## src/rtl/read_image_v2.sv

```systemverilog
// read_image_v2: binary 3x3 median filter sequencer.
// Scans every window of a 1-bit image in external RAM and emits the majority bit per window.
module read_image_v2 #(
  parameter int IMG_WIDTH   = 64,
  parameter int IMG_HEIGHT  = 64,
  parameter int WINDOWSIZE  = 3,
  parameter int MEDIANVALUE = 4
) (
  input  logic        clk,
  input  logic        reset,
  input  logic        start,
  input  logic        dataIn,
  output logic [7:0]  xAddressOut,
  output logic [7:0]  yAddressOut,
  output logic [12:0] activeWindows,
  output logic        medianDataOut,
  output logic        fullImageDone
);
  typedef enum logic [1:0] {IDLE, SCAN, DONE} state_t;
  localparam logic [1:0] LAST_IDX = 2'(WINDOWSIZE - 1);
  localparam logic [7:0] LAST_WX  = 8'(IMG_WIDTH - WINDOWSIZE);
  localparam logic [7:0] LAST_WY  = 8'(IMG_HEIGHT - WINDOWSIZE);
  localparam logic [3:0] THRESH   = 4'(MEDIANVALUE);
  state_t state, nextState;
  logic [1:0] colCount, rowCount, nextCol, nextRow;
  logic [7:0] wx, wy, nextWx, nextWy;
  logic [3:0] sum, total;
  logic lastPixel, lastWindow;
  always_ff @(posedge clk)
    state <= reset ? IDLE : nextState;
  always_comb
    nextState = (state == IDLE && start) ? SCAN :
                (state == SCAN && lastPixel && lastWindow) ? DONE : state;
  // The pixel after a window's last one is the next window's first: no bubble.
  always_comb begin
    lastPixel  = colCount == LAST_IDX && rowCount == LAST_IDX;
    lastWindow = wx == LAST_WX && wy == LAST_WY;
    nextCol    = colCount == LAST_IDX ? 2'd0 : colCount + 2'd1;
    nextRow    = colCount != LAST_IDX ? rowCount : rowCount == LAST_IDX ? 2'd0 : rowCount + 2'd1;
    nextWx     = !lastPixel ? wx : wx == LAST_WX ? 8'd0 : wx + 8'd1;
    nextWy     = (!lastPixel || wx != LAST_WX) ? wy : wy == LAST_WY ? 8'd0 : wy + 8'd1;
    total      = sum + {3'd0, dataIn};
  end
  // IDLE is only reachable through reset, so the cleared datapath already addresses (0,0).
  always_ff @(posedge clk)
    if (reset) begin
      colCount      <= 2'd0;
      rowCount      <= 2'd0;
      wx            <= 8'd0;
      wy            <= 8'd0;
      sum           <= 4'd0;
      xAddressOut   <= 8'd0;
      yAddressOut   <= 8'd0;
      activeWindows <= 13'd0;
      medianDataOut <= 1'b0;
      fullImageDone <= 1'b0;
    end else if (state == SCAN) begin
      colCount    <= nextCol;
      rowCount    <= nextRow;
      wx          <= nextWx;
      wy          <= nextWy;
      xAddressOut <= nextWx + {6'd0, nextCol};
      yAddressOut <= nextWy + {6'd0, nextRow};
      sum         <= lastPixel ? 4'd0 : total;
      if (lastPixel) begin
        medianDataOut <= total > THRESH;
        activeWindows <= activeWindows + 13'd1;
        fullImageDone <= lastWindow;
      end
    end
endmodule

```

## config.mk

```make
export PLATFORM = sky130hd
export DESIGN_NAME = read_image_v2
export DESIGN_NICKNAME = d
export VERILOG_FILES = /design/src/rtl/read_image_v2.sv
export SDC_FILE = /design/constraint.sdc
export NUM_CORES = 1
export LEC_CHECK = 0
export ABC_AREA = 1
export CAP_MARGIN = 10
export CORE_AREA = 5 5 102 66
export CTS_BUF_LIST = sky130_fd_sc_hd__clkbuf_8
export DETAILED_ROUTE_END_ITERATION = 7
export DIE_AREA = 0 0 107 71
export PLACE_DENSITY = 0.84
export SLEW_MARGIN = 25
export SYNTH_ARGS = -nofsm -noshare
export SYNTH_HDL_FRONTEND = slang
export SYNTH_SLANG_ARGS = --single-unit
```

## constraint.sdc

```tcl
create_clock -name clk -period 3.64 [get_ports clk]
set_input_delay 0.546 -clock clk [delete_from_list [all_inputs] [get_ports clk]]
set_output_delay 0.546 -clock clk [all_outputs]
set_load 0.02 [all_outputs]
```

==> results.sh, run 1 <==
export IMPL_num_vias=3290
export IMPL_gate_count_of_the_mapped_netlist=487
export IMPL_synth_top_area_share_pct=33.5
export IMPL_cts_max_path_buffers=2
export IMPL_cts_made_buffers=9
export IMPL_overflow=0
export IMPL_synth_ff_latch_count=57
export IMPL_synth_top_cells_by_count="92 x nand2_1, 61 x inv_1, 57 x dfxtp_1, 57 x nor2_1, 42 x a21oi_1"
export IMPL_mappedNetlistNets=504
export IMPL_synth_top_area_cell="dfxtp_1"
export IMPL_clkLatencyLatePin_ns=0.35
export IMPL_maxCapViolations=0
export IMPL_post_route_drc_count=0
export IMPL_reg2reg_from="wx[0]"
export IMPL_area_growth_synth_to_final_pct=17.0
export IMPL_drt_via_density=5.55
export IMPL_fin_crit_ns=2.69
export IMPL_min_period_over_period_pct=73.8
export IMPL_pwr_density_cell_mw_per_mm2=400
export IMPL_n_antenna_cell=0
export IMPL_num_rows=22
export IMPL_timing_final_setup_violations=0
export IMPL_antenna_found_initial=0
export IMPL_post_cts_setup_buffer_count=0
export IMPL_cp_end_kind="flip-flop"
export IMPL_number_of_warnings_printed_during_yosys_synthesis=0
export IMPL_finClkSkew_ns=0.00951
export IMPL_cp_required_ns=3.89
export IMPL_outcome="finished clean"
export IMPL_synth_edff_count=0
export IMPL_ios=35
export IMPL_fraction_of_layout_cells_with_a_size_suffix_above_1_pct=11.7
export IMPL_netlist_cell_type_count=43
export IMPL_report_final_slew_viol_count=0
export IMPL_initial_utilization_pct=58.9
export IMPL_place_congestion=0.907
export IMPL_globalRouteTotalUtil_pct=22.4
export IMPL_finalHoldViolCount=0
export IMPL_cts_tree="built"
export IMPL_design_final_nets=534
export IMPL_asyncSetResetFlopFracSynth_pct=0
export IMPL_grt_max_degree=37
export IMPL_seq_area_frac_synth_pct=33.5
export IMPL_htreeDepth=3
export IMPL_post_synth_top_count_cell="nand2_1"
export IMPL_clock_fmax_mhz=372
export IMPL_max_vdd_ir_drop_mv=0.286
export IMPL_io_buffers=34
export IMPL_grt_setup_unrepaired="no"
export IMPL_totalNegativeSetupSlack_ns=0
export IMPL_synth_flop_cell="dfxtp_1"
export IMPL_post_synth_instance_area_sq_mm=0.00340
export IMPL_critical_path_peak_fanout=11
export IMPL_clock_sinks=57
export IMPL_critPathKind="flip-flop to flip-flop"
export IMPL_cts_hold_repair_buffers=0
export IMPL_detailed_place_hpwl_mm=5.95
export IMPL_die_area_sq_mm=0.00760
export IMPL_min_path_type="flip-flop to flip-flop"
export IMPL_worstMarginPinSlew_ns=0.856
export IMPL_top_area_cells_in_the_synthesized_netlist="dfxtp_1 34%, nand2_1 10%, inv_1 6.7%, nor2_1 6.3%, a21oi_1 6.2%"
export IMPL_wl_per_cell_um=13.8
export IMPL_die_x_um=107
export IMPL_ant_nets=0
export IMPL_utilization_pct=68.9
export IMPL_drt_wirelength_mm=8.21
export IMPL_root_buffer="clkbuf_8"
export IMPL_worst_setup_path_start_kind="flip-flop"
export IMPL_core_area_sq_mm=0.00578
export IMPL_arrival_ns=2.94
export IMPL_cts_clk_slew_worst_paths_ns=0.07
export IMPL_critPathLaunch="wx[0]"
export IMPL_count_of_cells_resized_by_post_cts_repair=0
export IMPL_drt_iter0_markers=175
export IMPL_synthesized_area_divided_by_synthesized_cell_count_sq_um=6.99
export IMPL_dr_pass1_iters=7
export IMPL_first_pass_grt_wire_length_mm=13.7
export IMPL_layout_filler_cells=498
export IMPL_die_h_um=71
export IMPL_worst_hold_startpoint="sum[0]"
export IMPL_leakagePower_uw=0.00178
export IMPL_slew_headroom_pct=42.9
export IMPL_first_global_vias=3005
layer usage:
layer / GRT usage [%] / vias up / wire length, um
li1: - / 1635 / -
met1: 29.3 / 1521 / 3760
met2: 35.9 / 124 / 3770
met3: 6.38 / 10 / 580
met4: 7.38 / 0 / 89
met5: 0 / - / 0
through the flow:
| step | cells | hold slack (ns) | setup slack, ns | power [uW] | instance area (sq um) |
|---|---|---|---|---|---|
| 2_1_floorplan | 487 | 0.449 | 1.36 | 865 | 3400 |
| 3_3_place_gp | 578 | 0.457 | 1.16 | 930 | 3760 |
| 3_5_place_dp | 578 | 0.462 | 1.00 | 936 | 3760 |
| 4_1_cts | 593 | 0.473 | 0.968 | 1600 | 3980 |
| 5_1_grt | 593 | 0.493 | 0.694 | 1660 | 3980 |
| 6_report | 593 | 0.476 | 0.953 | 1590 | 3980 |
layout make-up:
class	instances	area, sq um	area share (%)
clock inverters	5	80.1	2.01
repair buffers	37	363	9.11
inverters	70	264	6.63
multi-input cells	342	1910	47.9
well taps	72	90.1	2.26
flip-flops and latches	57	1140	28.7
clock buffers	10	138	3.46
critical path, stage by stage (launching register included):
cell     delay, ns
dfxtp_1       0.45
ha_1          0.21
nand3_1       0.12
nor2_4        0.16
nand2_2       0.21
a21oi_1       0.26
nor2_1        0.06
a21oi_1       0.17
ha_1          0.23
a21oi_1       0.10
inv_1         0.08
nand3_2       0.11
nor2_2        0.12
nand3_1       0.08
nand2_1       0.07
nand3_1       0.07
nand2_1       0.07
inv_1         0.04
flip-flops by register name, summed over array words and instances (netlist names):
name,cells
fullImageDone,1
state,2
medianDataOut,1
yAddressOut,8
colCount,2
xAddressOut,8
wx,8
activeWindows,13
wy,8
rowCount,2
sum,4
path summary, 6_finish.rpt:
kind | endpoint | slack, ns | cells after the start
min | sum[0] | 0.48 | 2
max reg2reg | yAddressOut[7] | 0.95 | 17
max | yAddressOut[7] | 0.95 | 17
min reg2reg | sum[0] | 0.48 | 2
report_power, final:
part           internal, uW  switching (uW)
Combinational          88.7             149
Clock                   399             268
Sequential              657            31.5
kinds of logic after synthesis:
| family | count (synthesis) | synth area share, % |
|---|---|---|
| xor gates and xnor gates | 7 | 1.80 |
| adders and majority gates | 13 | 5.22 |
| DFF | 57 | 33.5 |
| AOI/OAI and AO/OA | 90 | 14.7 |
| buffers and inverters | 88 | 10.5 |
| and+or+nand+nor | 232 | 34.2 |
cell usage in the layout (no fill, tap or decap), drive strengths merged, types with 5 or more instances in the layout:
master and instances:
ha 11, clkbuf 10, dfxtp 57, nand3 42, nor2 68, clkdlybuf4s50 34
xnor2 5, nand2 102, a21oi 43, inv 68, o21ai 34, nand4 13
No activity file was read; power rests on OpenSTA's default activity.
==> inputs of run 2 (changes only) <==
--- a/config.mk
+++ b/config.mk
@@ -7,11 +7,11 @@
 export LEC_CHECK = 0
 export ABC_AREA = 1
 export CAP_MARGIN = 10
-export CORE_AREA = 5 5 102 66
+export CORE_AREA = 5 5 105 67
 export CTS_BUF_LIST = sky130_fd_sc_hd__clkbuf_8
 export DETAILED_ROUTE_END_ITERATION = 7
-export DIE_AREA = 0 0 107 71
-export PLACE_DENSITY = 0.84
+export DIE_AREA = 0 0 110 72
+export PLACE_DENSITY = 0.81
 export SLEW_MARGIN = 25
 export SYNTH_ARGS = -nofsm -noshare
 export SYNTH_HDL_FRONTEND = slang
==> constraint.sdc (replaced) <==
create_clock -name clk -period 2.6 [get_ports clk]
set_input_delay 0.39 -clock clk [delete_from_list [all_inputs] [get_ports clk]]
set_output_delay 0.39 -clock clk [all_outputs]
set_load 0.02 [all_outputs]
==> results.sh, run 2 (synthesis results as in run 1) <==
export IMPL_outcome="finished clean"
export IMPL_totalNegativeSetupSlack_ns=0
export IMPL_power_sequential_fraction_pct=44.9
export IMPL_leakagePower_uw=0.00184
export IMPL_place_detailed_instances=595
export IMPL_cts_clk_slew_worst_paths_ns=0.07
export IMPL_overflow=0
export IMPL_cp_end_kind="flip-flop"
export IMPL_ios=35
export IMPL_num_vias=3256
export IMPL_sw_frac_of_total_pct=29.5
export IMPL_globalRouteTotalUtil_pct=23.7
export IMPL_fin_crit_ns=2.46
export IMPL_pwr_density_cell_mw_per_mm2=528
export IMPL_design_final_nets=543
export IMPL_detailed_place_hpwl_mm=6.12
export IMPL_clock_sinks=57
export IMPL_ff2ff_setup_slack_ns=0.14
export IMPL_comb_power_share_pct=16.4
export IMPL_critical_path_peak_fanout=8
export IMPL_io_buffers=34
export IMPL_ant_nets=0
export IMPL_timing_final_setup_violations=0
export IMPL_cts_tree="built"
export IMPL_layout_commonest_cell="nand2_1"
export IMPL_die_x_um=110
export IMPL_clock_fmax_mhz=407
export IMPL_htreeDepth=3
export IMPL_first_pass_grt_wire_length_mm=14.8
export IMPL_final_cells=615
export IMPL_min_path_type="flip-flop to flip-flop"
export IMPL_wl_per_cell_um=14.0
export IMPL_initial_utilization_pct=57.0
export IMPL_crit_buf_inv=0
export IMPL_first_global_vias=3062
export IMPL_arrival_ns=2.69
export IMPL_min_period_over_period_pct=94.6
export IMPL_critical_path_max_stage_delay_ns=0.52
export IMPL_drt_iter0_markers=194
export IMPL_clkLatencyLatePin_ns=0.35
export IMPL_power_internal_uw=1510
export IMPL_slew_headroom_pct=61.4
export IMPL_critPathKind="flip-flop to flip-flop"
export IMPL_dr_pass1_iters=7
export IMPL_grt_max_degree=45
export IMPL_kind_of_cell_with_the_highest_combined_delay_on_the_critical_path="simple AND/OR/NAND/NOR gates"
export IMPL_antenna_found_initial=0
export IMPL_finalInstanceArea_sq_mm=0.00407
export IMPL_grt_setup_unrepaired="no"
export IMPL_area_growth_synth_to_final_pct=19.6
export IMPL_die_area_sq_mm=0.00792
export IMPL_report_final_slew_viol_count=0
export IMPL_crit_path_cell_trace="nand2_1, nor2_1, nand3_2, nor2_8, a21oi_2, ha_1, fa_1, nand2_1, nor2_1, o21ai_1, a21oi_1"
export IMPL_num_rows=22
export IMPL_worstMarginPinSlew_ns=0.573
export IMPL_root_buffer="clkbuf_8"
export IMPL_post_route_total_power_uw=2150
export IMPL_hold_slack_ns=0.476
export IMPL_maxCapViolations=0
export IMPL_max_flop_register="activeWindows"
export IMPL_power_share_clock_pct=38.7
export IMPL_finalHoldViolCount=0
export IMPL_fraction_of_layout_cells_with_a_size_suffix_above_1_pct=13.9
export IMPL_cp_required_ns=2.84
export IMPL_net_switching_power_uw=634
export IMPL_worst_setup_path_start_kind="flip-flop"
export IMPL_core_area_sq_mm=0.00597
export IMPL_post_route_drc_count=0
export IMPL_max_vdd_ir_drop_mv=0.369
export IMPL_layout_common_cells="92 x nand2_1, 62 x inv_1, 57 x nor2_1"
export IMPL_cts_made_buffers=9
export IMPL_die_h_um=72
export IMPL_n_antenna_cell=0
export IMPL_cts_max_path_buffers=2
export IMPL_finClkSkew_ns=0.00589
export IMPL_critPathSlowestCell="dfxtp_1"
export IMPL_largest_register_ff_count=13
export IMPL_drt_via_density=5.29
export IMPL_place_congestion=0.907
export IMPL_place_area_sq_mm=0.00382
export IMPL_drt_wirelength_mm=8.63
[run 2: cell types whose count changed in the layout (fill, tap and decap cells not counted), sizes merged]
cell    previous run  this run
clkinv             3         4
buf                3        12
bufinv             2         1
inv               68        69
[run 2: final timing paths]
path | from | to | cells after the start
worst min-delay path | fullImageDone | fullImageDone | 2
worst min register to register | fullImageDone | fullImageDone | 2
worst max register to register | wx[2] | yAddressOut[4] | 11
worst max-delay path | wx[2] | yAddressOut[4] | 11
[run 2: per-layer routing]
layer / GRT usage (%) / wire length (um) / up-vias
met1: 34.4 / 4150 / 1484
met3: 7.11 / 636 / 11
li1: - / - / 1653
met4: 7.88 / 126 / 0
met5: 0 / 0 / -
met2: 33.1 / 3720 / 108
[run 2: worst reg2reg max path: stages, from the launching register on]
cell     delay, ns
dfxtp_1       0.52
nand2_1       0.13
nor2_1        0.14
nand3_2       0.17
nor2_8        0.25
a21oi_2       0.11
ha_1          0.23
fa_1          0.44
nand2_1       0.15
nor2_1        0.06
o21ai_1       0.11
a21oi_1       0.05
[run 2: power by group through the flow]
stage,Sequential [uW],Combinational (uW),Clock [uW]
floorplan,992,219,0
global placement,979,335,0
detailed placement,981,341,0
CTS,962,344,849
global route,969,398,893
finish,964,352,831
[run 2: timing repair]
item                       CTS  global route
setup endpoints to repair    0            10
hold buffers                 0             0
resized for setup            0             6
buffers inserted             0             4
hold endpoints to repair     0             0
[run 2: area by class of cell]
type,count,area (sq um)
Clock buffer,10,138
Clock inverter,6,58.8
Fill cell,530,1900
Inverter,70,264
Multi-Input combinational cell,342,1930
Sequential cell,57,1140
Tap cell,84,105
Timing Repair Buffer,46,430
[run 2: through the flow]
stage	setup WS, ns	utilization (%)
after detailed placement	0.0934	63.9
after floorplan	0.320	-
after global routing	0.0173	68.1
after global placement	0.206	63.9
final	0.141	68.1
after CTS	0.0721	67.2
